<file path="src/rtl/fatori_err_pkg.sv">
// Shared types and helpers for the fault-event collector: event type encoding,
// output slot state, saturating add and popcount.
package fatori_err_pkg;

  typedef enum logic [1:0] {
    EVT_MAJ   = 2'd0,
    EVT_MIN   = 2'd1,
    EVT_SCRUB = 2'd2,
    EVT_RSVD  = 2'd3
  } evt_type_e;

  typedef enum logic {
    SLOT_EMPTY = 1'b0,
    SLOT_FULL  = 1'b1
  } slot_state_e;

  localparam int unsigned NUM_TYPES = 3;

  function automatic logic [31:0] sat_add(input logic [31:0] a, input logic [31:0] b,
                                          input logic [31:0] max_v);
    logic [32:0] sum;
    sum = {1'b0, a} + {1'b0, b};
    if (sum > {1'b0, max_v}) begin
      return max_v;
    end else begin
      return sum[31:0];
    end
  endfunction

  function automatic logic [6:0] popcount64(input logic [63:0] v);
    logic [6:0] n;
    n = 7'd0;
    for (int i = 0; i < 64; i++) begin
      n = n + {6'd0, v[i]};
    end
    return n;
  endfunction

endpackage

</file>
<file path="src/rtl/fatori_rr_arbiter.sv">
// Combinational round-robin arbiter: grants the first requester at or after ptr_i,
// searching upwards and wrapping at NUM_SRC-1.
module fatori_rr_arbiter #(
  parameter int NUM_SRC = 8,
  localparam int ID_W = (NUM_SRC > 1) ? $clog2(NUM_SRC) : 1
) (
  input  logic [NUM_SRC-1:0] req_i,
  input  logic [ID_W-1:0]    ptr_i,
  output logic               grant_valid_o,
  output logic [ID_W-1:0]    grant_idx_o
);

  // Scan offsets from farthest to nearest so the nearest requester is written last and wins.
  always_comb begin
    int idx;
    logic [ID_W-1:0] sel;
    grant_valid_o = 1'b0;
    grant_idx_o   = '0;
    idx           = 0;
    sel           = '0;
    for (int k = NUM_SRC - 1; k >= 0; k--) begin
      idx = int'(ptr_i) + k;
      if (idx >= NUM_SRC) begin
        idx = idx - NUM_SRC;
      end else begin
        idx = idx;
      end
      sel = idx[ID_W-1:0];
      if (req_i[sel]) begin
        grant_valid_o = 1'b1;
        grant_idx_o   = sel;
      end else begin
        grant_valid_o = grant_valid_o;
      end
    end
  end

endmodule

</file>
<file path="src/rtl/fatori_err_collector.sv">
// Collects major/minor/scrub fault pulses per source, counts them, and serializes
// pending events onto one valid/ready stream with round-robin source fairness.
module fatori_err_collector
  import fatori_err_pkg::*;
#(
  parameter int NUM_SRC = 8,
  parameter int CNT_W   = 16,
  localparam int ID_W   = (NUM_SRC > 1) ? $clog2(NUM_SRC) : 1
) (
  input  logic               clk_i,
  input  logic               arst_i,
  input  logic               clr_i,
  input  logic [NUM_SRC-1:0] new_maj_err_i,
  input  logic [NUM_SRC-1:0] new_min_err_i,
  input  logic [NUM_SRC-1:0] scrub_i,
  output logic               evt_valid_o,
  input  logic               evt_ready_i,
  output logic [ID_W-1:0]    evt_src_o,
  output logic [1:0]         evt_type_o,
  output logic [CNT_W-1:0]   maj_cnt_o,
  output logic [CNT_W-1:0]   min_cnt_o,
  output logic [CNT_W-1:0]   scrub_cnt_o,
  output logic               ovf_o
);

  localparam logic [31:0] CNT_MAX = 32'((64'd1 << CNT_W) - 64'd1);

  logic [2:0][NUM_SRC-1:0] pend_q, pend_d, pulse_s;
  slot_state_e             state_q, state_d;
  logic [ID_W-1:0]         src_q, src_d, ptr_q, ptr_d, grant_idx_s;
  evt_type_e               type_q, type_d, grant_type_s;
  logic [CNT_W-1:0]        maj_cnt_q, maj_cnt_d, min_cnt_q, min_cnt_d, scr_cnt_q, scr_cnt_d;
  logic                    ovf_q, ovf_d;
  logic [NUM_SRC-1:0]      req_s;
  logic                    grant_valid_s, load_s;

  assign pulse_s = {scrub_i, new_min_err_i, new_maj_err_i};
  assign req_s   = pend_q[0] | pend_q[1] | pend_q[2];
  assign load_s  = grant_valid_s & ((state_q == SLOT_EMPTY) | evt_ready_i);

  fatori_rr_arbiter #(.NUM_SRC(NUM_SRC)) u_arb (
    .req_i        (req_s),
    .ptr_i        (ptr_q),
    .grant_valid_o(grant_valid_s),
    .grant_idx_o  (grant_idx_s)
  );

  // Type priority within the granted source: MAJ, then MIN, then SCRUB.
  always_comb begin
    grant_type_s = EVT_SCRUB;
    if (pend_q[0][grant_idx_s]) begin
      grant_type_s = EVT_MAJ;
    end else if (pend_q[1][grant_idx_s]) begin
      grant_type_s = EVT_MIN;
    end else begin
      grant_type_s = EVT_SCRUB;
    end
  end

  // Next-state: counters, slot load/drain, pending store and overflow tracking.
  always_comb begin
    pend_d    = pend_q;
    state_d   = state_q;
    src_d     = src_q;
    type_d    = type_q;
    ptr_d     = ptr_q;
    maj_cnt_d = maj_cnt_q;
    min_cnt_d = min_cnt_q;
    scr_cnt_d = scr_cnt_q;
    ovf_d     = ovf_q;
    if (clr_i) begin
      pend_d    = '0;
      state_d   = SLOT_EMPTY;
      src_d     = '0;
      type_d    = EVT_MAJ;
      ptr_d     = '0;
      maj_cnt_d = '0;
      min_cnt_d = '0;
      scr_cnt_d = '0;
      ovf_d     = 1'b0;
    end else begin
      maj_cnt_d = CNT_W'(sat_add(32'(maj_cnt_q), 32'(popcount64(64'(new_maj_err_i))), CNT_MAX));
      min_cnt_d = CNT_W'(sat_add(32'(min_cnt_q), 32'(popcount64(64'(new_min_err_i))), CNT_MAX));
      scr_cnt_d = CNT_W'(sat_add(32'(scr_cnt_q), 32'(popcount64(64'(scrub_i))), CNT_MAX));
      if (load_s) begin
        pend_d[grant_type_s][grant_idx_s] = 1'b0;
        state_d = SLOT_FULL;
        src_d   = grant_idx_s;
        type_d  = grant_type_s;
        ptr_d   = (grant_idx_s == ID_W'(NUM_SRC - 1)) ? '0 : grant_idx_s + ID_W'(1);
      end else if ((state_q == SLOT_FULL) && evt_ready_i) begin
        state_d = SLOT_EMPTY;
      end else begin
        state_d = state_q;
      end
      // pend_d already reflects this cycle's consume, so a still-set bit means a lost pulse.
      for (int t = 0; t < 3; t++) begin
        for (int s = 0; s < NUM_SRC; s++) begin
          if (pulse_s[t][s]) begin
            if (pend_d[t][s]) begin
              ovf_d = 1'b1;
            end else begin
              ovf_d = ovf_d;
            end
            pend_d[t][s] = 1'b1;
          end else begin
            pend_d[t][s] = pend_d[t][s];
          end
        end
      end
    end
  end

  // State registers with asynchronous reset.
  always_ff @(posedge clk_i or posedge arst_i) begin
    if (arst_i) begin
      pend_q    <= '0;
      state_q   <= SLOT_EMPTY;
      src_q     <= '0;
      type_q    <= EVT_MAJ;
      ptr_q     <= '0;
      maj_cnt_q <= '0;
      min_cnt_q <= '0;
      scr_cnt_q <= '0;
      ovf_q     <= 1'b0;
    end else begin
      pend_q    <= pend_d;
      state_q   <= state_d;
      src_q     <= src_d;
      type_q    <= type_d;
      ptr_q     <= ptr_d;
      maj_cnt_q <= maj_cnt_d;
      min_cnt_q <= min_cnt_d;
      scr_cnt_q <= scr_cnt_d;
      ovf_q     <= ovf_d;
    end
  end

  assign evt_valid_o = (state_q == SLOT_FULL);
  assign evt_src_o   = src_q;
  assign evt_type_o  = type_q;
  assign maj_cnt_o   = maj_cnt_q;
  assign min_cnt_o   = min_cnt_q;
  assign scrub_cnt_o = scr_cnt_q;
  assign ovf_o       = ovf_q;

endmodule

</file>
<file path="config.mk">
export PLATFORM = sky130hd
export DESIGN_NAME = fatori_err_collector
export DESIGN_NICKNAME = d
export VERILOG_FILES = /design/src/rtl/fatori_err_pkg.sv /design/src/rtl/fatori_rr_arbiter.sv /design/src/rtl/fatori_err_collector.sv
export SDC_FILE = /design/constraint.sdc
export NUM_CORES = 1
export LEC_CHECK = 0
export CAP_MARGIN = 30
export CORE_MARGIN = 4
export CORE_UTILIZATION = 50
export DETAILED_ROUTE_END_ITERATION = 12
export HOLD_SLACK_MARGIN = 0.02
export PLACE_DENSITY = 0.85
export SLEW_MARGIN = 20
export SYNTH_ARGS = -nofsm -noshare
export SYNTH_HDL_FRONTEND = slang
export SYNTH_HIERARCHICAL = 1
export SYNTH_SLANG_ARGS = --single-unit
</file>
<file path="constraint.sdc">
create_clock -name clk_i -period 9 [get_ports clk_i]
set_clock_uncertainty 0.05 [all_clocks]
set_input_delay 1.8 -clock clk_i [delete_from_list [all_inputs] [get_ports clk_i]]
set_output_delay 1.8 -clock clk_i [all_outputs]
set_load 0.02 [all_outputs]
</file>
==> reports/metrics.cfg <==
[run_status]
status = completed

[clocking]
numCtsBuffers = 9
cts.sinks = 82
ctsResizeCount = 0
clkLatencyLatePin_ps = 330
htreeDepth = 3
cts_buffer_depth = 2
clk_pin_slew_ps = 60
clockRootBuffer = clkbuf_16
post_cts_buffers = 0
postCtsHoldBufs = 0
cts_tree = yes

[power_and_ir_drop]
power_density_mw_per_mm2 = 274.6
switchingPower_mw = 0.8363
power_mw = 1.944
sw_frac_of_total = 0.4303
pwr-share-seq = 0.251
clkPwrFrac = 0.191
ir_drop_uv = 232.8
p_comb_frac = 0.558
p_int_mw = 1.107
leakage_nw = 2.993

[grt]
use_met3 = 0.04249
top_usage_layer = met2
grt_usage = 0.2477
grt_pass1_vias = 5351
grt_pass1_wl_um = 26600
overflow = 0
gr-usage-met1 = 0.3121
antenna_found_initial = 0
grt_max_degree = 83
use_met2 = 0.4184

[floorplan]
dieArea_mm2 = 0.01352
fp-row-count = 39
core_area_mm2 = 0.01147
die_w_um = 116.3
initial_core_util = 0.5111
io_pins = 83
die_y_um = 116.3

[cells_and_area]
final_core_utilization = 0.6172
layout_common_cells = a21oi_1 (84), dfrtp_1 (82), clkdlybuf4s50_1 (81)
drive_gt1_frac = 0.06828
diodes = 0
syn2layout_area_growth_pct = 20.77
final_common_cell = a21oi_1
final_nets = 763

[critical_path]
critical_path.cell_chain = clkdlybuf4s50_1 -> fa_1 -> inv_1 -> fa_1 -> fa_1 -> fa_1 -> fa_1 -> nand2b_1 -> a21oi_1 -> o21ai_1 -> nor3_1 -> nand4_1 -> a21oi_1
cp_max_fo = 14
critPathCaptureType = flip-flop
crit_path_frequent_cell = fa_1
cp_top_family = adder cells
crit_slowest_cell = nand4_1
critPathMaxStageDelay_ps = 570
crit_type = primary input to flip-flop
cp.arrival_ps = 6520
critical_path_buf_inv_count = 2
cp.required_ps = 9200
start_kind = primary input

[drt]
routed_wl_um = 16120
drt_iter0_markers = 387
final_antenna_net_count = 0
drc_errors = 0
vias = 5199
dr.pass1.iters = 5
vias_per_cell = 6.145
wire_per_inst_um = 19.06

[sta]
slew_headroom = 0.2625
hold_viol = 0
period_share = 0.7026
fin_ws_ps = 2677
fmax_mhz = 158.1
drv_slew = 0
hold-worst-slack_ps = 468.7
period_needed_ps = 6323
rsz0062_at_grt = no
setup_viol = 0
fin_setup_tns_ps = 0
worst_pin_slew_ps = 1106

[yosys]
async_flop_share = 1.000
ys_types = 64
ys_seq_elements = 82
ys.flop_type = dfrtp_1
synth_warnings = 6
syn_inst = 630
synth_compound_area_frac = 0.1719
syn_nets = 695
synth.mux.area_fraction = 0.1010
synth-xor-area-share = 0.05380
synth_top_family_by_area = compound AO/OA/AOI/OAI gates
synth_area_mm2 = 0.005861
synth-simple-area-share = 0.1633
synthAdderAreaFrac = 0.09821
ys_seq_area_frac = 0.3501
synth_edf_count = 0
synth_area_per_cell_um2 = 9.303

[place]
place.gp.congestion = 0.9389
place_ws_ps = 2380
hpwl_um = 11680
port_buffers = 82

[hold_path]
hold_path_class = flip-flop to flip-flop

[job]
maxCapViolCount = 0

metrics by stage:
step	area, um^2	cells
floorplan	5861	630
detailed placement	6771	829
finish	7078	846
global route	7078	846
CTS	7071	845
global placement	6744	828
cell usage after synthesis, drive strengths merged (8+ instances only):
| master | n | share of area |
|---|---|---|
| inv | 55 | 0.035 |
| o21ai | 15 | 0.013 |
| xor2 | 29 | 0.043 |
| dfrtp | 82 | 0.35 |
| nand2 | 50 | 0.032 |
| buf | 10 | 0.012 |
| a21oi | 84 | 0.072 |
| nand3 | 18 | 0.015 |
| clkbuf | 22 | 0.014 |
| nor2 | 48 | 0.031 |
| or3 | 10 | 0.011 |
| nand2b | 8 | 0.0085 |
| ha | 22 | 0.047 |
| mux4 | 16 | 0.063 |
| mux2 | 12 | 0.026 |
| fa | 15 | 0.051 |
| nor3 | 11 | 0.0094 |
| o2111ai | 12 | 0.018 |
power groups by stage:
stage,Clock (mW),Combinational [mW],Sequential [mW]
5_1_grt,0.388,1.19,0.497
6_report,0.370,1.08,0.488
2_1_floorplan,0,0.768,0.494
3_3_place_gp,0,1.01,0.489
4_1_cts,0.374,1.07,0.487
3_5_place_dp,0,1.05,0.493
sequential cells by signal, indices dropped and copies added, names as in the netlist:
name,flops
min_cnt_o,16
evt_src_o,3
evt_type_o,2
pend_q,24
maj_cnt_o,16
ptr_q,3
evt_valid_o,1
ovf_o,1
scrub_cnt_o,16
worst register-to-register path: stages, from the launching register on:
cell      delay [ps]
dfrtp_1          700
inv_1            290
ha_1             530
mux4_2           610
mux2_1           370
a211oi_1         180
o21ai_1          120
a221oi_2         890
mux4_1           710
mux2_4           400
o41ai_1          490
o22ai_1          200
nor4_1           200
a31oi_1          130
routing by layer:
metal	vias to the layer above	routed length, um
li1	2392	-
met1	2563	6447
met2	203	8214
met3	41	1000
met4	0	460
met5	-	0
cell families after synthesis:
kind of cell	count (synthesis)
xor+xnor	36
flops	82
fa+ha+maj	37
simple gates	192
mux	35
compound gates	161
buf+inv	87
final cells by class:
cell class,count,area (um^2)
Multi-Input combinational cell,461,3452
Clock inverter,2,35.03
Fill cell,927,4389
Sequential cell,82,2052
Clock buffer,14,264.0
Timing Repair Buffer,89,888.4
Inverter,55,207.7
Tap cell,143,178.9
path summary, 6_finish.rpt:
kind | from | to | slack (ps) | depth (start not counted)
max reg2reg | ptr_q[0] | ovf_o | 2980 | 13
max | scrub_i[0] | scrub_cnt_o[13] | 2680 | 13
min in group asynchronous | arst_i | maj_cnt_o[5] | 1820 | 3
min reg2reg | evt_type_o[0] | evt_type_o[0] | 470 | 2
max in group asynchronous | arst_i | pend_q[20] | 6480 | 4
min | evt_type_o[0] | evt_type_o[0] | 470 | 2
No activity file was read; power rests on OpenSTA's default activity.
